[src/rtl/axi_pkg.sv]
// Shared AXI3 definitions for the single-beat master engine.
// Holds the controller state encoding, burst/size/response codes and the default ID.
// Pure declarations: no logic, no latency, no backpressure.
package axi_pkg;

   typedef enum logic [2:0] {
      ST_IDLE,
      ST_RD_ADDR,
      ST_RD_DATA,
      ST_WR_REQ,
      ST_WR_RESP,
      ST_DONE
   } state_t;

   localparam logic [1:0] BURST_FIXED = 2'b00;
   localparam logic [1:0] BURST_INCR  = 2'b01;

   localparam logic [2:0] SIZE_4B     = 3'b010;
   localparam logic [3:0] LEN_SINGLE  = 4'd0;

   localparam logic [1:0] RESP_OKAY   = 2'b00;
   localparam logic [1:0] RESP_EXOKAY = 2'b01;
   localparam logic [1:0] RESP_SLVERR = 2'b10;
   localparam logic [1:0] RESP_DECERR = 2'b11;

   localparam logic [3:0] DEFAULT_ID  = 4'b0000;

   // Anything other than OKAY is reported upstream as an error, EXOKAY included,
   // because this master never issues exclusive accesses.
   function automatic logic resp_is_err(input logic [1:0] resp);
      return resp != RESP_OKAY;
   endfunction

endpackage

[src/rtl/axi_master_ctrl_if.sv]
// AXI3 channel bundle (AR/R/AW/W/B) between the master engine and a slave.
// Ports: master modport drives addresses, write data and the R/B readies;
// slave modport drives the AR/AW/W readies and the R/B response channels.
interface axi_master_ctrl_if #(
   parameter int ADDR_W = 32,
   parameter int DATA_W = 32
);
   // read address channel
   logic [3:0]          arid;
   logic [ADDR_W-1:0]   araddr;
   logic [3:0]          arlen;
   logic [2:0]          arsize;
   logic [1:0]          arburst;
   logic                arvalid;
   logic                arready;
   // read data channel
   logic [3:0]          rid;
   logic [DATA_W-1:0]   rdata;
   logic [1:0]          rresp;
   logic                rlast;
   logic                rvalid;
   logic                rready;
   // write address channel
   logic [3:0]          awid;
   logic [ADDR_W-1:0]   awaddr;
   logic [3:0]          awlen;
   logic [2:0]          awsize;
   logic [1:0]          awburst;
   logic                awvalid;
   logic                awready;
   // write data channel
   logic [3:0]          wid;
   logic [DATA_W-1:0]   wdata;
   logic [DATA_W/8-1:0] wstrb;
   logic                wlast;
   logic                wvalid;
   logic                wready;
   // write response channel
   logic [3:0]          bid;
   logic [1:0]          bresp;
   logic                bvalid;
   logic                bready;

   modport master (
      output arid, araddr, arlen, arsize, arburst, arvalid,
      input  arready,
      input  rid, rdata, rresp, rlast, rvalid,
      output rready,
      output awid, awaddr, awlen, awsize, awburst, awvalid,
      input  awready,
      output wid, wdata, wstrb, wlast, wvalid,
      input  wready,
      input  bid, bresp, bvalid,
      output bready
   );

   modport slave (
      input  arid, araddr, arlen, arsize, arburst, arvalid,
      output arready,
      output rid, rdata, rresp, rlast, rvalid,
      input  rready,
      input  awid, awaddr, awlen, awsize, awburst, awvalid,
      output awready,
      input  wid, wdata, wstrb, wlast, wvalid,
      output wready,
      output bid, bresp, bvalid,
      input  bready
   );

endinterface

[src/rtl/axi_master_ctrl.sv]
// Single-outstanding AXI3 master: one single-beat read or write per request, done_o pulse + err_o.
// Latency: read 3 cycles (accept -> done_o) min, write 3 min; each slave wait cycle adds one.
// Backpressure: req_ready_o only in IDLE; AXI valids are held until their handshake.
// Ports: clk/rst (sync, active-low); req_* request from the arbiter; done_o/err_o/rdata_o
// completion back to it; axi = master side of the AXI3 channel bundle.
module axi_master_ctrl
   import axi_pkg::*;
#(
   parameter int          ADDR_W = 32,
   parameter int          DATA_W = 32,
   parameter logic [3:0]  ID_VAL = DEFAULT_ID
) (
   input  logic                clk,
   input  logic                rst,
   input  logic                req_valid_i,
   output logic                req_ready_o,
   input  logic                req_write_i,
   input  logic [ADDR_W-1:0]   req_addr_i,
   input  logic [DATA_W-1:0]   req_wdata_i,
   input  logic [DATA_W/8-1:0] req_wstrb_i,
   output logic                done_o,
   output logic [DATA_W-1:0]   rdata_o,
   output logic                err_o,
   axi_master_ctrl_if.master   axi
);

   localparam int STRB_W = DATA_W / 8;

   state_t              state_q,  state_d;
   logic [ADDR_W-1:0]   addr_q,   addr_d;
   logic [DATA_W-1:0]   wdata_q,  wdata_d;
   logic [STRB_W-1:0]   wstrb_q,  wstrb_d;
   logic                aw_done_q, aw_done_d;
   logic                w_done_q,  w_done_d;
   logic [DATA_W-1:0]   rdata_q,  rdata_d;
   logic                err_q,    err_d;

   // Response ID and RLAST carry no information for a single-outstanding,
   // single-beat master, so they are deliberately dropped here.
   logic unused_resp_fields;
   assign unused_resp_fields = ^{axi.rid, axi.bid, axi.rlast};

   // Next-state and datapath update
   always_comb begin
      state_d   = state_q;
      addr_d    = addr_q;
      wdata_d   = wdata_q;
      wstrb_d   = wstrb_q;
      aw_done_d = aw_done_q;
      w_done_d  = w_done_q;
      rdata_d   = rdata_q;
      err_d     = err_q;

      case (state_q)
         ST_IDLE: begin
            if (req_valid_i) begin
               addr_d    = req_addr_i;
               wdata_d   = req_wdata_i;
               wstrb_d   = req_wstrb_i;
               aw_done_d = 1'b0;
               w_done_d  = 1'b0;
               state_d   = req_write_i ? ST_WR_REQ : ST_RD_ADDR;
            end
         end
         ST_RD_ADDR: begin
            if (axi.arready) state_d = ST_RD_DATA;
         end
         ST_RD_DATA: begin
            if (axi.rvalid) begin
               rdata_d = axi.rdata;
               err_d   = resp_is_err(axi.rresp);
               state_d = ST_DONE;
            end
         end
         ST_WR_REQ: begin
            // AW and W complete independently; a ready seen after the channel's
            // own handshake only re-sets an already-set flag.
            if (axi.awready) aw_done_d = 1'b1;
            if (axi.wready)  w_done_d  = 1'b1;
            if (aw_done_d && w_done_d) state_d = ST_WR_RESP;
         end
         ST_WR_RESP: begin
            if (axi.bvalid) begin
               err_d   = resp_is_err(axi.bresp);
               state_d = ST_DONE;
            end
         end
         ST_DONE: begin
            state_d = ST_IDLE;
         end
         default: begin
            state_d = ST_IDLE;
         end
      endcase
   end

   always_ff @(posedge clk) begin
      if (!rst) begin
         state_q   <= ST_IDLE;
         addr_q    <= '0;
         wdata_q   <= '0;
         wstrb_q   <= '0;
         aw_done_q <= 1'b0;
         w_done_q  <= 1'b0;
         rdata_q   <= '0;
         err_q     <= 1'b0;
      end else begin
         state_q   <= state_d;
         addr_q    <= addr_d;
         wdata_q   <= wdata_d;
         wstrb_q   <= wstrb_d;
         aw_done_q <= aw_done_d;
         w_done_q  <= w_done_d;
         rdata_q   <= rdata_d;
         err_q     <= err_d;
      end
   end

   // All handshake outputs decode flops only, so no AXI input reaches an AXI output.
   assign req_ready_o = (state_q == ST_IDLE);
   assign done_o      = (state_q == ST_DONE);
   assign rdata_o     = rdata_q;
   assign err_o       = err_q;

   assign axi.arid    = ID_VAL;
   assign axi.araddr  = addr_q;
   assign axi.arlen   = LEN_SINGLE;
   assign axi.arsize  = SIZE_4B;
   assign axi.arburst = BURST_FIXED;
   assign axi.arvalid = (state_q == ST_RD_ADDR);

   assign axi.rready  = (state_q == ST_RD_DATA);

   assign axi.awid    = ID_VAL;
   assign axi.awaddr  = addr_q;
   assign axi.awlen   = LEN_SINGLE;
   assign axi.awsize  = SIZE_4B;
   assign axi.awburst = BURST_FIXED;
   assign axi.awvalid = (state_q == ST_WR_REQ) && !aw_done_q;

   assign axi.wid     = ID_VAL;
   assign axi.wdata   = wdata_q;
   assign axi.wstrb   = wstrb_q;
   assign axi.wvalid  = (state_q == ST_WR_REQ) && !w_done_q;
   assign axi.wlast   = axi.wvalid;

   assign axi.bready  = (state_q == ST_WR_RESP);

endmodule
[src/flat_wrapper.sv]
// flat-port wrapper written by rule: the top's interface ports become plain ports
module axi_master_ctrl_flat import axi_pkg::*;
#(
   parameter int          ADDR_W = 32,
   parameter int          DATA_W = 32,
   parameter logic [3:0]  ID_VAL = DEFAULT_ID
)
  (clk, rst, req_valid_i, req_ready_o, req_write_i, req_addr_i, req_wdata_i, req_wstrb_i, done_o, rdata_o, err_o, axi_arid, axi_araddr, axi_arlen, axi_arsize, axi_arburst, axi_arvalid, axi_arready, axi_rid, axi_rdata, axi_rresp, axi_rlast, axi_rvalid, axi_rready, axi_awid, axi_awaddr, axi_awlen, axi_awsize, axi_awburst, axi_awvalid, axi_awready, axi_wid, axi_wdata, axi_wstrb, axi_wlast, axi_wvalid, axi_wready, axi_bid, axi_bresp, axi_bvalid, axi_bready);
  axi_master_ctrl_if #(.ADDR_W(ADDR_W), .DATA_W(DATA_W)) axi_i ();
  input  logic clk;
  input  logic rst;
  input  logic req_valid_i;
  output logic req_ready_o;
  input  logic req_write_i;
  input  logic [ADDR_W-1:0] req_addr_i;
  input  logic [DATA_W-1:0] req_wdata_i;
  input  logic [DATA_W/8-1:0] req_wstrb_i;
  output logic done_o;
  output logic [DATA_W-1:0] rdata_o;
  output logic err_o;
  output wire logic [$bits(axi_i.arid)-1:0] axi_arid;
  output wire logic [$bits(axi_i.araddr)-1:0] axi_araddr;
  output wire logic [$bits(axi_i.arlen)-1:0] axi_arlen;
  output wire logic [$bits(axi_i.arsize)-1:0] axi_arsize;
  output wire logic [$bits(axi_i.arburst)-1:0] axi_arburst;
  output wire logic [$bits(axi_i.arvalid)-1:0] axi_arvalid;
  input wire logic [$bits(axi_i.arready)-1:0] axi_arready;
  input wire logic [$bits(axi_i.rid)-1:0] axi_rid;
  input wire logic [$bits(axi_i.rdata)-1:0] axi_rdata;
  input wire logic [$bits(axi_i.rresp)-1:0] axi_rresp;
  input wire logic [$bits(axi_i.rlast)-1:0] axi_rlast;
  input wire logic [$bits(axi_i.rvalid)-1:0] axi_rvalid;
  output wire logic [$bits(axi_i.rready)-1:0] axi_rready;
  output wire logic [$bits(axi_i.awid)-1:0] axi_awid;
  output wire logic [$bits(axi_i.awaddr)-1:0] axi_awaddr;
  output wire logic [$bits(axi_i.awlen)-1:0] axi_awlen;
  output wire logic [$bits(axi_i.awsize)-1:0] axi_awsize;
  output wire logic [$bits(axi_i.awburst)-1:0] axi_awburst;
  output wire logic [$bits(axi_i.awvalid)-1:0] axi_awvalid;
  input wire logic [$bits(axi_i.awready)-1:0] axi_awready;
  output wire logic [$bits(axi_i.wid)-1:0] axi_wid;
  output wire logic [$bits(axi_i.wdata)-1:0] axi_wdata;
  output wire logic [$bits(axi_i.wstrb)-1:0] axi_wstrb;
  output wire logic [$bits(axi_i.wlast)-1:0] axi_wlast;
  output wire logic [$bits(axi_i.wvalid)-1:0] axi_wvalid;
  input wire logic [$bits(axi_i.wready)-1:0] axi_wready;
  input wire logic [$bits(axi_i.bid)-1:0] axi_bid;
  input wire logic [$bits(axi_i.bresp)-1:0] axi_bresp;
  input wire logic [$bits(axi_i.bvalid)-1:0] axi_bvalid;
  output wire logic [$bits(axi_i.bready)-1:0] axi_bready;
  assign axi_arid = axi_i.arid;
  assign axi_araddr = axi_i.araddr;
  assign axi_arlen = axi_i.arlen;
  assign axi_arsize = axi_i.arsize;
  assign axi_arburst = axi_i.arburst;
  assign axi_arvalid = axi_i.arvalid;
  assign axi_i.arready = axi_arready;
  assign axi_i.rid = axi_rid;
  assign axi_i.rdata = axi_rdata;
  assign axi_i.rresp = axi_rresp;
  assign axi_i.rlast = axi_rlast;
  assign axi_i.rvalid = axi_rvalid;
  assign axi_rready = axi_i.rready;
  assign axi_awid = axi_i.awid;
  assign axi_awaddr = axi_i.awaddr;
  assign axi_awlen = axi_i.awlen;
  assign axi_awsize = axi_i.awsize;
  assign axi_awburst = axi_i.awburst;
  assign axi_awvalid = axi_i.awvalid;
  assign axi_i.awready = axi_awready;
  assign axi_wid = axi_i.wid;
  assign axi_wdata = axi_i.wdata;
  assign axi_wstrb = axi_i.wstrb;
  assign axi_wlast = axi_i.wlast;
  assign axi_wvalid = axi_i.wvalid;
  assign axi_i.wready = axi_wready;
  assign axi_i.bid = axi_bid;
  assign axi_i.bresp = axi_bresp;
  assign axi_i.bvalid = axi_bvalid;
  assign axi_bready = axi_i.bready;
  axi_master_ctrl #(.ADDR_W(ADDR_W), .DATA_W(DATA_W), .ID_VAL(ID_VAL)) u_core (.clk(clk), .rst(rst), .req_valid_i(req_valid_i), .req_ready_o(req_ready_o), .req_write_i(req_write_i), .req_addr_i(req_addr_i), .req_wdata_i(req_wdata_i), .req_wstrb_i(req_wstrb_i), .done_o(done_o), .rdata_o(rdata_o), .err_o(err_o), .axi(axi_i));
endmodule
[config.mk]
export PLATFORM = sky130hd
export DESIGN_NAME = axi_master_ctrl_flat
export DESIGN_NICKNAME = d
export VERILOG_FILES = /design/src/rtl/axi_pkg.sv /design/src/rtl/axi_master_ctrl_if.sv /design/src/rtl/axi_master_ctrl.sv /design/src/flat_wrapper.sv
export SDC_FILE = /design/constraint.sdc
export NUM_CORES = 1
export LEC_CHECK = 0
export CAP_MARGIN = 40
export CORE_MARGIN = 1.5
export CORE_UTILIZATION = 36
export CTS_CLUSTER_DIAMETER = 50
export DETAILED_ROUTE_END_ITERATION = 7
export GPL_ROUTABILITY_DRIVEN = 0
export PLACE_DENSITY = 0.81
export SYNTH_ARGS = -nofsm -noshare
export SYNTH_HDL_FRONTEND = slang
export SYNTH_SLANG_ARGS = --single-unit
[constraint.sdc]
create_clock -name clk -period 2.1 [get_ports clk]
set_input_delay 0.42 -clock clk [delete_from_list [all_inputs] [get_ports clk]]
set_output_delay 0.42 -clock clk [all_outputs]
set_load 0.005 [all_outputs]
==> reports/qor.tcl <==
set qor(slew_viol_final) 0
set qor(synthDistinctLibCells) 29
set qor(postSynthRegisterBits) 106
set qor(grt_max_degree) 69
set qor(layout.cells.most_common) {sky130_fd_sc_hd__clkdlybuf4s50_1}
set qor(layout.core_utilization_pct) 58.32
set qor(finalCritPeriodShare_pct) 96.58
set qor(leakagePower_nw) 2.562
set qor(max_clock_freq_mhz) 493.1
set qor(cp_slowest_stage_delay_ns) 0.53
set qor(avgSynthCellArea_um2) 7.961
set qor(yosys_warnings) 0
set qor(critical_path_arrival_ns) 1.61
set qor(core_mm2) 0.01196
set qor(final_cells) 907
set qor(drc) 0
set qor(cts_sinks) 106
set qor(number_of_routed_nets_with_antenna_violations) 0
set qor(worst_ir_drop_vdd_uv) 397.7
set qor(syn_inst) 551
set qor(numPlacedInstances) 892
set qor(cts_inserted_buffers) 9
set qor(fin_crit_ns) 2.028
set qor(placement_rows) 40
set qor(timing_worst_setup_path_type) {reg -> out}
set qor(critical_path.endpoint_type) {primary output}
set qor(cts.root.buffer_cell) {sky130_fd_sc_hd__clkbuf_16}
set qor(setup_repair_after_global_routing_missed_its_margin) {no}
set qor(outcome) {complete, no violations}
set qor(setup_viol) 0
set qor(grt_pass1_vias) 3807
set qor(grt_usage_pct) 18.13
set qor(crit_path_max_fanout) 11
set qor(fp.dieH_um) 113.4
set qor(path_delay_family) {buffers and inverters}
set qor(placement.io_buffers) 253
set qor(grt_first_pass_wirelength_um) 18620
set qor(design_power_total_mw) 5.177
set qor(chip_width_um) 113.4
set qor(pin_count) 293
set qor(critical_path.startpoint_type) {flop}
set qor(critical-path-slowest-cell) {sky130_fd_sc_hd__clkdlybuf4s50_1}
set qor(clkTransAtPathRegs_ns) 0.06
set qor(seq_area_frac_synth_pct) 48.37
set qor(power_density_mw_per_mm2) 742.1
set qor(vias) 4185
set qor(cts-htree-levels) 3
set qor(grt_antenna_before_repair) 0
set qor(ctsLongestPathBuffers) 2
set qor(timing.critical_path.cells) {buf_4, nor3b_2, clkdlybuf4s50_1}
set qor(layout.cells.most_common_list) {252 x sky130_fd_sc_hd__clkdlybuf4s50_1, 202 x sky130_fd_sc_hd__nand2_1, 103 x sky130_fd_sc_hd__dfxtp_1}
set qor(finalHoldWorstSlack_ns) 0.4515
set qor(total_buffers_and_inverters_traversed_by_the_critical_path) 2
set qor(finalWorstSetupSlack_ns) 0.07187
set qor(area.growth.synth_to_final_pct) 59.01
set qor(post-dp-hpwl_um) 8711
set qor(drt_first_pass_iters) 4
set qor(cts_tree) {done}
set qor(gr-total-overflow) 0
set qor(placement.setup.worst_slack_ns) -0.01161
set qor(final-hold-violation-count) 0
set qor(drt-vias-per-instance) 4.614
set qor(routed_wl_um) 12160
set qor(antennaDiodeCount) 0
set qor(detail_route.wl_per_cell_um) 13.41
set qor(layout.nets) 878
set qor(holdCritPathClass) {reg -> reg}
set qor(max_cap_viol_count) 0
set qor(required_ns) 1.68
set qor(synth.cell_area_mm2) 0.004387
set qor(clock_insertion_delay_worst_skew_ns) 0.34
set qor(finClkSkew_ns) 0.006241
set qor(timing.reg2reg.setup_slack_ns) 0.39
set qor(drive_above_1_share_pct) 5.263
set qor(initial_core_util_pct) 36.67
set qor(fp.dieArea_mm2) 0.01286
set qor(drt_first_iter_violations) 260
Yosys cell counts (all sizes together):
cell type	n	area (um2)
nand2	202	758.2
dfxtp	106	2122
a21oi	101	505.5
buf	80	611.8
clkbuf	22	82.58
nor2	9	33.78
nor3b	4	30.03
and3b	3	26.28
a22oi	2	25.02
conb	2	7.510
mux2	2	22.52
nor4bb	2	20.02
o32ai	2	17.52
a211oi	1	7.510
a311o	1	10.01
a311oi	1	8.760
inv	1	3.750
nand3b	1	7.510
nand4bb	1	11.26
nor3	1	5.000
nor4b	1	23.77
o2111ai	1	8.760
o21ai	1	5.000
o22a	1	8.760
o22ai	1	6.260
o31ai	1	7.510
or4b	1	10.01
layer usage:
metal  part of all wire (%)  track usage [%]  up-vias
li1                       -                -     2097
met1                     39            20.01     1888
met2                     50            31.84      169
met3                    7.3            5.526       31
met4                    3.2            8.750        0
met5                      0                0        -
power breakdown:
group,switching (mW),internal (mW),total [mW]
clock network,0.716,0.833,1.55
registers,0.121,2.19,2.31
logic,0.538,0.784,1.32
total,1.37,3.80,5.18
worst register-to-register path, stage by stage, from the launching register on:
cell,delay (ns)
sky130_fd_sc_hd__dfxtp_2,0.39
sky130_fd_sc_hd__or4b_2,0.74
sky130_fd_sc_hd__buf_12,0.23
sky130_fd_sc_hd__nand2_1,0.16
sky130_fd_sc_hd__a21oi_1,0.07
cell families after synthesis:
family / Yosys count / share of synthesized area, %
buffers and inverters: 103 / 15.92
AND/OR/NAND/NOR: 225 / 21.11
flip-flops: 106 / 48.37
AO/OA/AOI/OAI: 113 / 13.92
multiplexers: 2 / 0.5134
other: 2 / 0.1712
what timing repair did:
item | in CTS | in global routing
hold buffers | 0 | 0
resized for setup | 5 | 2
buffers inserted | 0 | 0
setup endpoints to repair | 6 | 2
registers in the layout (all words and copies together) (netlist names):
signal,count
u_core.state_q,3
u_core.axi.wdata,32
u_core.axi.wstrb,4
u_core.aw_done_q,1
u_core.rdata_o,32
u_core.axi.araddr,32
u_core.err_o,1
u_core.w_done_q,1
stage by stage:
stage	instance area, um2	TNS [ns]
final	6975	0
after global placement	6693	0
after floorplan	4492	0
after CTS	6970	0
after global routing	6975	0
after detailed placement	6693	-0.02956
area by class of cell:
type                            count  area (um2)
Sequential cell                   106        2128
Tap cell                          147       183.9
Clock buffer                       13       250.2
Timing Repair Buffer              268        2698
Clock inverter                      2       13.76
Inverter                            1       5.005
Multi-Input combinational cell    370        1697
Fill cell                        1100        4986
path summary, 6_finish.rpt:
kind | start | endpoint | depth (start not counted)
max | u_core.state_q[0] | axi_bready | 3
min | u_core.axi.wdata[6] | u_core.axi.wdata[6] | 2
max reg2reg | u_core.state_q[2] | u_core.axi.araddr[21] | 4
min reg2reg | u_core.axi.wdata[6] | u_core.axi.wdata[6] | 2
Power figures use the tool's default switching activity.
